==> config.mk <==
export PLATFORM = sky130hd
export DESIGN_NAME = freq_meter
export DESIGN_NICKNAME = d
export VERILOG_FILES = /design/src/rtl/freq_meter.sv
export SDC_FILE = /design/constraint.sdc
export NUM_CORES = 1
export LEC_CHECK = 0
export CAP_MARGIN = 20
export CELL_PAD_IN_SITES_DETAIL_PLACEMENT = 0
export CELL_PAD_IN_SITES_GLOBAL_PLACEMENT = 1
export CORE_MARGIN = 1
export CORE_UTILIZATION = 43
export CTS_BUF_LIST = sky130_fd_sc_hd__clkbuf_4 sky130_fd_sc_hd__clkbuf_8
export DETAILED_ROUTE_END_ITERATION = 16
export PLACE_DENSITY = 0.83
export SKIP_CTS_REPAIR_TIMING = 1
export SKIP_LAST_GASP = 1
export SYNTH_ARGS = -nofsm -noshare
export SYNTH_HDL_FRONTEND = slang
export SYNTH_SLANG_ARGS = --single-unit
==> constraint.sdc <==
create_clock -name clk -period 2.19 [get_ports clk]
set_input_delay 0.219 -clock clk [delete_from_list [all_inputs] [get_ports clk]]
set_output_delay 0.219 -clock clk [all_outputs]
set_load 0.05 [all_outputs]
==> src/rtl/freq_meter.sv <==
// freq_meter: gated frequency counter.
// Counts rising edges of an asynchronous input over a window of GATE_CYCLES
// clk cycles. It reports one saturating result per window, and windows run
// back to back.
// Optional feature macro FREQ_METER_PERIOD_EN adds a rise-to-rise period
// measurement (period_cycles / period_valid).
module freq_meter #(
    parameter int unsigned GATE_CYCLES = 50000000,
    parameter int unsigned CNT_W       = 26
) (
    input  logic             clk,
    input  logic             rst,
    input  logic             en,
    input  logic             sig_in,
    output logic [CNT_W-1:0] freq_count,
    output logic             freq_valid,
    output logic             freq_ovf
`ifdef FREQ_METER_PERIOD_EN
    ,
    output logic [CNT_W-1:0] period_cycles,
    output logic             period_valid
`endif
);

    localparam int unsigned GATE_W = $clog2(GATE_CYCLES);

    typedef enum logic {IDLE, MEASURE} state_t;

    state_t             state_q, state_d;
    logic [GATE_W-1:0]  gate_q, gate_d;
    logic [CNT_W-1:0]   edge_cnt_q, edge_cnt_d;
    logic               ovf_acc_q, ovf_acc_d;
    logic [CNT_W-1:0]   freq_count_q, freq_count_d;
    logic               freq_valid_q, freq_valid_d;
    logic               freq_ovf_q, freq_ovf_d;
    logic               s1_q, s2_q, s3_q;
    logic               rise;
    logic [CNT_W:0]     edge_sum;
    logic [CNT_W-1:0]   edge_sat;
    logic               edge_of;
    logic               last_cycle;

    // Three-flop input path: two flops resolve metastability, the third gives edge history.
    // NOTE: sequential state uses non-blocking assignments so every flop samples pre-edge values.
    always_ff @(posedge clk or posedge rst) begin
        if (rst) begin
            s1_q <= 1'b0;
            s2_q <= 1'b0;
            s3_q <= 1'b0;
        end else begin
            s1_q <= sig_in;
            s2_q <= s1_q;
            s3_q <= s2_q;
        end
    end

    assign rise       = s2_q & ~s3_q;
    assign edge_sum   = {1'b0, edge_cnt_q} + {{CNT_W{1'b0}}, rise};
    assign edge_of    = edge_sum[CNT_W];
    assign edge_sat   = edge_of ? {CNT_W{1'b1}} : edge_sum[CNT_W-1:0];
    assign last_cycle = (gate_q == GATE_W'(GATE_CYCLES - 1));

    // State and result registers.
    always_ff @(posedge clk or posedge rst) begin
        if (rst) begin
            state_q      <= IDLE;
            gate_q       <= '0;
            edge_cnt_q   <= '0;
            ovf_acc_q    <= 1'b0;
            freq_count_q <= '0;
            freq_valid_q <= 1'b0;
            freq_ovf_q   <= 1'b0;
        end else begin
            state_q      <= state_d;
            gate_q       <= gate_d;
            edge_cnt_q   <= edge_cnt_d;
            ovf_acc_q    <= ovf_acc_d;
            freq_count_q <= freq_count_d;
            freq_valid_q <= freq_valid_d;
            freq_ovf_q   <= freq_ovf_d;
        end
    end

    // Next-state: window counting, result publication and discard on en drop.
    // NOTE: every signal gets a default first, so no path leaves one unassigned (no latches).
    always_comb begin
        state_d      = state_q;
        gate_d       = '0;
        edge_cnt_d   = '0;
        ovf_acc_d    = 1'b0;
        freq_count_d = freq_count_q;
        freq_valid_d = 1'b0;
        freq_ovf_d   = freq_ovf_q;
        unique case (state_q)
            IDLE: begin
                if (en) state_d = MEASURE;
            end
            MEASURE: begin
                if (!en) begin
                    // Partial window is dropped; the published result stays.
                    state_d = IDLE;
                end else if (last_cycle) begin
                    // The closing cycle's edge belongs to this window; the next one starts at once.
                    freq_count_d = edge_sat;
                    freq_ovf_d   = ovf_acc_q | edge_of;
                    freq_valid_d = 1'b1;
                end else begin
                    gate_d     = gate_q + GATE_W'(1);
                    edge_cnt_d = edge_sat;
                    ovf_acc_d  = ovf_acc_q | edge_of;
                end
            end
            default: state_d = IDLE;
        endcase
    end

    assign freq_count = freq_count_q;
    assign freq_valid = freq_valid_q;
    assign freq_ovf   = freq_ovf_q;

`ifdef FREQ_METER_PERIOD_EN
    logic [CNT_W-1:0] per_cnt_q, per_cnt_d;
    logic             first_q, first_d;
    logic [CNT_W-1:0] period_q, period_d;
    logic             period_valid_q, period_valid_d;
    logic [CNT_W-1:0] per_inc;

    // Saturating per_cnt + 1; it is used both for free-running and for the reported period.
    assign per_inc = (per_cnt_q == {CNT_W{1'b1}}) ? per_cnt_q : per_cnt_q + CNT_W'(1);

    // Period registers.
    always_ff @(posedge clk or posedge rst) begin
        if (rst) begin
            per_cnt_q      <= '0;
            first_q        <= 1'b0;
            period_q       <= '0;
            period_valid_q <= 1'b0;
        end else begin
            per_cnt_q      <= per_cnt_d;
            first_q        <= first_d;
            period_q       <= period_d;
            period_valid_q <= period_valid_d;
        end
    end

    // Rise-to-rise measurement, active only while measuring; the first rise only arms it.
    always_comb begin
        per_cnt_d      = '0;
        first_d        = 1'b0;
        period_d       = period_q;
        period_valid_d = 1'b0;
        if (state_q == MEASURE) begin
            first_d   = first_q;
            per_cnt_d = per_inc;
            if (rise) begin
                per_cnt_d = '0;
                first_d   = 1'b1;
                if (first_q) begin
                    period_d       = per_inc;
                    period_valid_d = 1'b1;
                end
            end
        end
    end

    assign period_cycles = period_q;
    assign period_valid  = period_valid_q;
`endif

endmodule

# Yosys cells after proc, flatten, opt, wreduce, memory -nomap -nowiden
# Cells that the tools add are included.
dict set report word_totals {
  in_bits 4
  output_inout_bits 28
  word_cells 31
  reg_bits 85
}
dict set report op_classes {
  eq_ne 1
  addsub 2
  mux 14
  n_reduce_logical 1
  n_bitwise 3
}
# operator n
set op_table {}
lappend op_table {{26-bit 2-to-1 mux} 7}
lappend op_table {{26-bit by 1-bit adder with 27-bit output} 1}
lappend op_table {{26-bit by 1-bit adder with 26-bit output, second input constant} 1}
lappend op_table {{26-bit equality test, second input constant} 1}
lappend op_table {{1-bit 2-to-1 mux} 7}
lappend op_table {{3-bit AND reduction} 1}
lappend op_table {{1-bit bitwise AND} 1}
lappend op_table {{1-bit NOT} 1}
lappend op_table {{1-bit OR} 1}

# Logic depth before layout (Yosys ltp)
dict set report logic_depth {
  word_depth 7
  depth_mapped 9
  mapped_depth_nobuf 8
}

# Worst setup path after synthesis
# No wires, ideal clock.
dict set report synth_path {
  kind {register -> register}
  from {reg s3_q}
  to {reg edge_cnt_q[10]}
  path_buffers 2
  required_ns 2.112
  path_stages_with_launch 10
  synth_period_minus_slack_ns 2.124
  path_slack_ns 0.066
  setup_time_ns 0.078
  arrival_time_ns 2.046
  path_cell_list {dfrtp_1 nor2b_1 ha_1 ha_1 nand3_2 nor4_1 nand3_1 buf_2 buf_2 a21oi_1}
}
dict set report synth_between {
  elab_chain_len 7
}
# item line_no
set synth_rtl {}
lappend synth_rtl {{start: declaration} 36} ;# logic s1_q, s2_q, s3_q;
lappend synth_rtl {{start signal: assignment} 53} ;# s3_q <= s2_q;
lappend synth_rtl {{1-bit NOT} 57} ;# assign rise = s2_q & ~s3_q;
lappend synth_rtl {{1-bit bitwise AND} 57}
lappend synth_rtl {{26-bit by 1-bit adder with 27-bit output} 58} ;# assign edge_sum = {1'b0, edge_cnt_q} + {{CNT_W{1'b0}}, rise};
lappend synth_rtl {{26-bit 2-to-1 mux} 60} ;# assign edge_sat = edge_of ? {CNT_W{1'b1}} : edge_sum[CNT_W-1:0];
lappend synth_rtl {{26-bit 2-to-1 mux} 102} ;# end else if (last_cycle) begin
lappend synth_rtl {{26-bit 2-to-1 mux} 99} ;# if (!en) begin
lappend synth_rtl {{26-bit 2-to-1 mux} 94} ;# unique case (state_q)
lappend synth_rtl {{named net edge_cnt_d[10]} 31} ;# logic [CNT_W-1:0] edge_cnt_q, edge_cnt_d;
lappend synth_rtl {{end signal: assignment} 76} ;# edge_cnt_q <= edge_cnt_d;
lappend synth_rtl {{end: declaration} 31}
# The timed path passes the listed nets, and every way through them passes these cells.
# A chain may end at the register's enable or synchronous reset.

# Final worst setup path
dict set report layout_path {
  from {reg s3_q}
  to {reg freq_count_q[23] (netlist: freq_count[23])}
}
dict set report layout_between {
  elab_chain_len 4
}
# item line_no
set layout_rtl {}
lappend layout_rtl {{1-bit NOT} 57}
lappend layout_rtl {{1-bit bitwise AND} 57}
lappend layout_rtl {{26-bit by 1-bit adder with 27-bit output} 58}
lappend layout_rtl {{26-bit 2-to-1 mux} 60}
lappend layout_rtl {{end signal: assignment} 78} ;# freq_count_q <= freq_count_d;
lappend layout_rtl {{end: declaration} 33} ;# logic [CNT_W-1:0] freq_count_q, freq_count_d;
# No other way between the ends.

==> run_results.csv <==
group,metric,value,unit
route,drt-pass1-iter-count,6,
status,outcome,"complete, no violations",
timing,fmax,483.5,MHz
floorplan,io-pin-count,32,
power,ir_worst_vdd,274.0,µV
synth,yosysUniqueCellTypes,44,
synth,synthCells,388,
synth,synthesis.nets,395,
route,ant_nets,0,
route,post_drt_wl_per_cell,14.91,µm
route,drtIter0Drc,256,
setup_path,critPathMaxStageDelay,380,ps
clock_tree,clock_tree.root_cell,"clkbuf_8",
finish,regArea,0.002127,mm²
setup_path,path_cells,"nor2b_2 > ha_2 > ha_4 > nand3_4 > buf_4 > nor4_4 > buf_4 > a32oi_1 > a21oi_1 > a21o_1",
route,vias_per_cell,5.352,
placed_design,hpwl,5509,µm
placed_design,io_buffers,31,
finish,final_common_cell,"dfrtp_1",
clock_tree,htreeDepth,3,
route,drc,0,
floorplan,dieHeight,98.27,µm
global_routing,grt_usage,0.1802,
timing,hold_viol_final,0,
power,finalPower,2.844,mW
floorplan,start_util,0.4504,
timing,worst_slack,121.7,ps
timing,clock_skew,10.01,ps
synth,ys_seq_elements,85,
timing,setup_viol,0,
clock_tree,clock_latency,350,ps
timing,drv_slew,0,
floorplan,rows,34,
setup_path,cp.arrival,2350,ps
setup_path,slowest_stage,"dfrtp_1",
finish,final_cell_mix,"dfrtp_1, nor2_1, a21oi_1, clkdlybuf4s50_1, nand2_1",
setup_path,critPathTopFamily,"simple AND/OR/NAND/NOR gates",
setup_path,crit_fanout,6,
synth,ys.flop_type,"dfrtp_1",
synth,async_flop_share,1.000,
synth,synth_seq_area_share,0.5338,
timing,slew_headroom,0.6360,
timing,tightest_slew,544.2,ps
route,num_vias,2933,
clock_tree,cts.path.max_buffers,2,
global_routing,grt_start_max_net_pins,86,
floorplan,die_area,0.009657,mm²
timing,fin_crit,2068,ps
finish,multi_input_area,0.001763,mm²
power,leakagePower,2.077,nW
setup_path,worstSetupEndpointType,"register",
floorplan,core_area,0.008848,mm²
setup_path,critPathBufInv,2,
clock_tree,numClockSinks,85,
global_routing,grt_pass1_vias,2864,
setup_path,critPathLaunchType,"register",
global_routing,grt_pass1_wl,13880,µm
synth,synth_area,0.003985,mm²
hold_path,min_path_type,"input pin to register",
synth,synth_area_per_cell,10.27,µm²
timing,rsz0062_at_grt,"no",
synth,synth_edf_count,0,
finish,n_antenna_cell,0,
clock_tree,clkTransAtPathRegs,80,ps
finish,drive_gt1_frac,0.1455,
placed_design,pre_cts_ws,49.81,ps
route,wl,8169,µm
finish,area_growth,21.13,%
floorplan,die_w,98.27,µm
clock_tree,cts_buffers,9,
finish,fillers,799,
timing,tns,0,ps
power,power_density,589.1,mW/mm²
setup_path,cp.required,2480,ps
synth,ys_warn_count,0,
setup_path,crit_top_cell,"buf_4",
flow_run,maxCapViolCount,0,
finish,final_util,0.5455,
finish,final_nets,443,
clock_tree,cts_tree,"yes",
placed_design,place.gp.congestion,0.8225,
setup_path,worstSetupPathType,"register to register",
global_routing,grt.overflow.total,0,
timing,fin_crit_sh,0.9444,
global_routing,antenna_found_initial,0,
through the flow:
| stage | std cells | hold WS, ps | cell area [µm²] |
|---|---|---|---|
| 5_1_grt | 548 | 320.3 | 4827 |
| 4_1_cts | 546 | 310.9 | 4761 |
| 3_3_place_gp | 531 | 336.7 | 4548 |
| 6_report | 548 | 316.5 | 4827 |
| 3_5_place_dp | 531 | 353.4 | 4548 |
| 2_1_floorplan | 388 | 250.4 | 3989 |
report_power, final:
part | total [mW] | internal (mW) | switching, mW
combinational | 0.0778 | 0.0232 | 0.0545
sequential | 1.58 | 1.57 | 0.00364
clock | 1.19 | 0.661 | 0.527
total | 2.84 | 2.26 | 0.585
flip-flops by register name, indices dropped and copies added (netlist names):
name,cells
edge_cnt_q,26
freq_count,26
gate_q,26
freq_ovf,1
freq_valid,1
ovf_acc_q,1
s1_q,1
s2_q,1
s3_q,1
state_q,1
routing by layer:
layer  track usage  share of wire
met3       0.03722          0.031
met2        0.2681           0.45
met5             0              0
met1        0.2628           0.51
met4       0.05970          0.012
kinds of logic after synthesis:
logic type,share of synthesized area
flops,0.5338
mux,0.007536
compound gates,0.1168
fa+ha+maj,0.009420
simple gates,0.2088
buf+inv,0.03579
xor+xnor,0.08791
synth_stat cells, types with 7 or more instances:
master / number / area [µm²]
dfrtp_1: 85 / 2127
nor2_1: 46 / 172.7
a21oi_1: 39 / 195.2
nand2_1: 27 / 101.4
xnor2_1: 21 / 183.9
nand3_1: 19 / 95.09
xor2_1: 19 / 166.4
a21o_1: 15 / 112.6
nand4_1: 12 / 75.07
inv_1: 11 / 41.29
buf_2: 9 / 45.04
nor4_1: 9 / 56.30
and3_1: 7 / 43.79
layout make-up:
class / instances / area share
inverters: 11 / 0.009331
flip-flops and latches: 85 / 0.4406
well taps: 108 / 0.02799
multi-input cells: 274 / 0.3652
repair buffers: 55 / 0.1128
clock buffers: 10 / 0.02851
clock inverters: 5 / 0.01555
worst reg2reg max path: cells and delay by family, from the launching register on:
kind	cells	cell delay, ps
AOI/OAI and AO/OA	3	430
adders and majority gates	2	380
DFF	1	380
buffers and inverters	2	360
and+or+nand+nor	3	450
final timing paths:
path | start | end | slack, ps | depth (start not counted)
hold / removal | sig_in | s1_q$_DFF_PP0_ | 320 | 1
setup reg to reg | s3_q$_DFF_PP0_ | freq_count[23]$_DFFE_PP0P_ | 120 | 10
max in group asynchronous | rst | edge_cnt_q[17]$_DFF_PP0_ | 1490 | 3
hold reg to reg | s1_q$_DFF_PP0_ | s2_q$_DFF_PP0_ | 370 | 0
min in group asynchronous | rst | gate_q[9]$_DFF_PP0_ | 340 | 3
setup / recovery | s3_q$_DFF_PP0_ | freq_count[23]$_DFFE_PP0P_ | 120 | 10
Note: power is estimated with default switching activity, not from simulation.
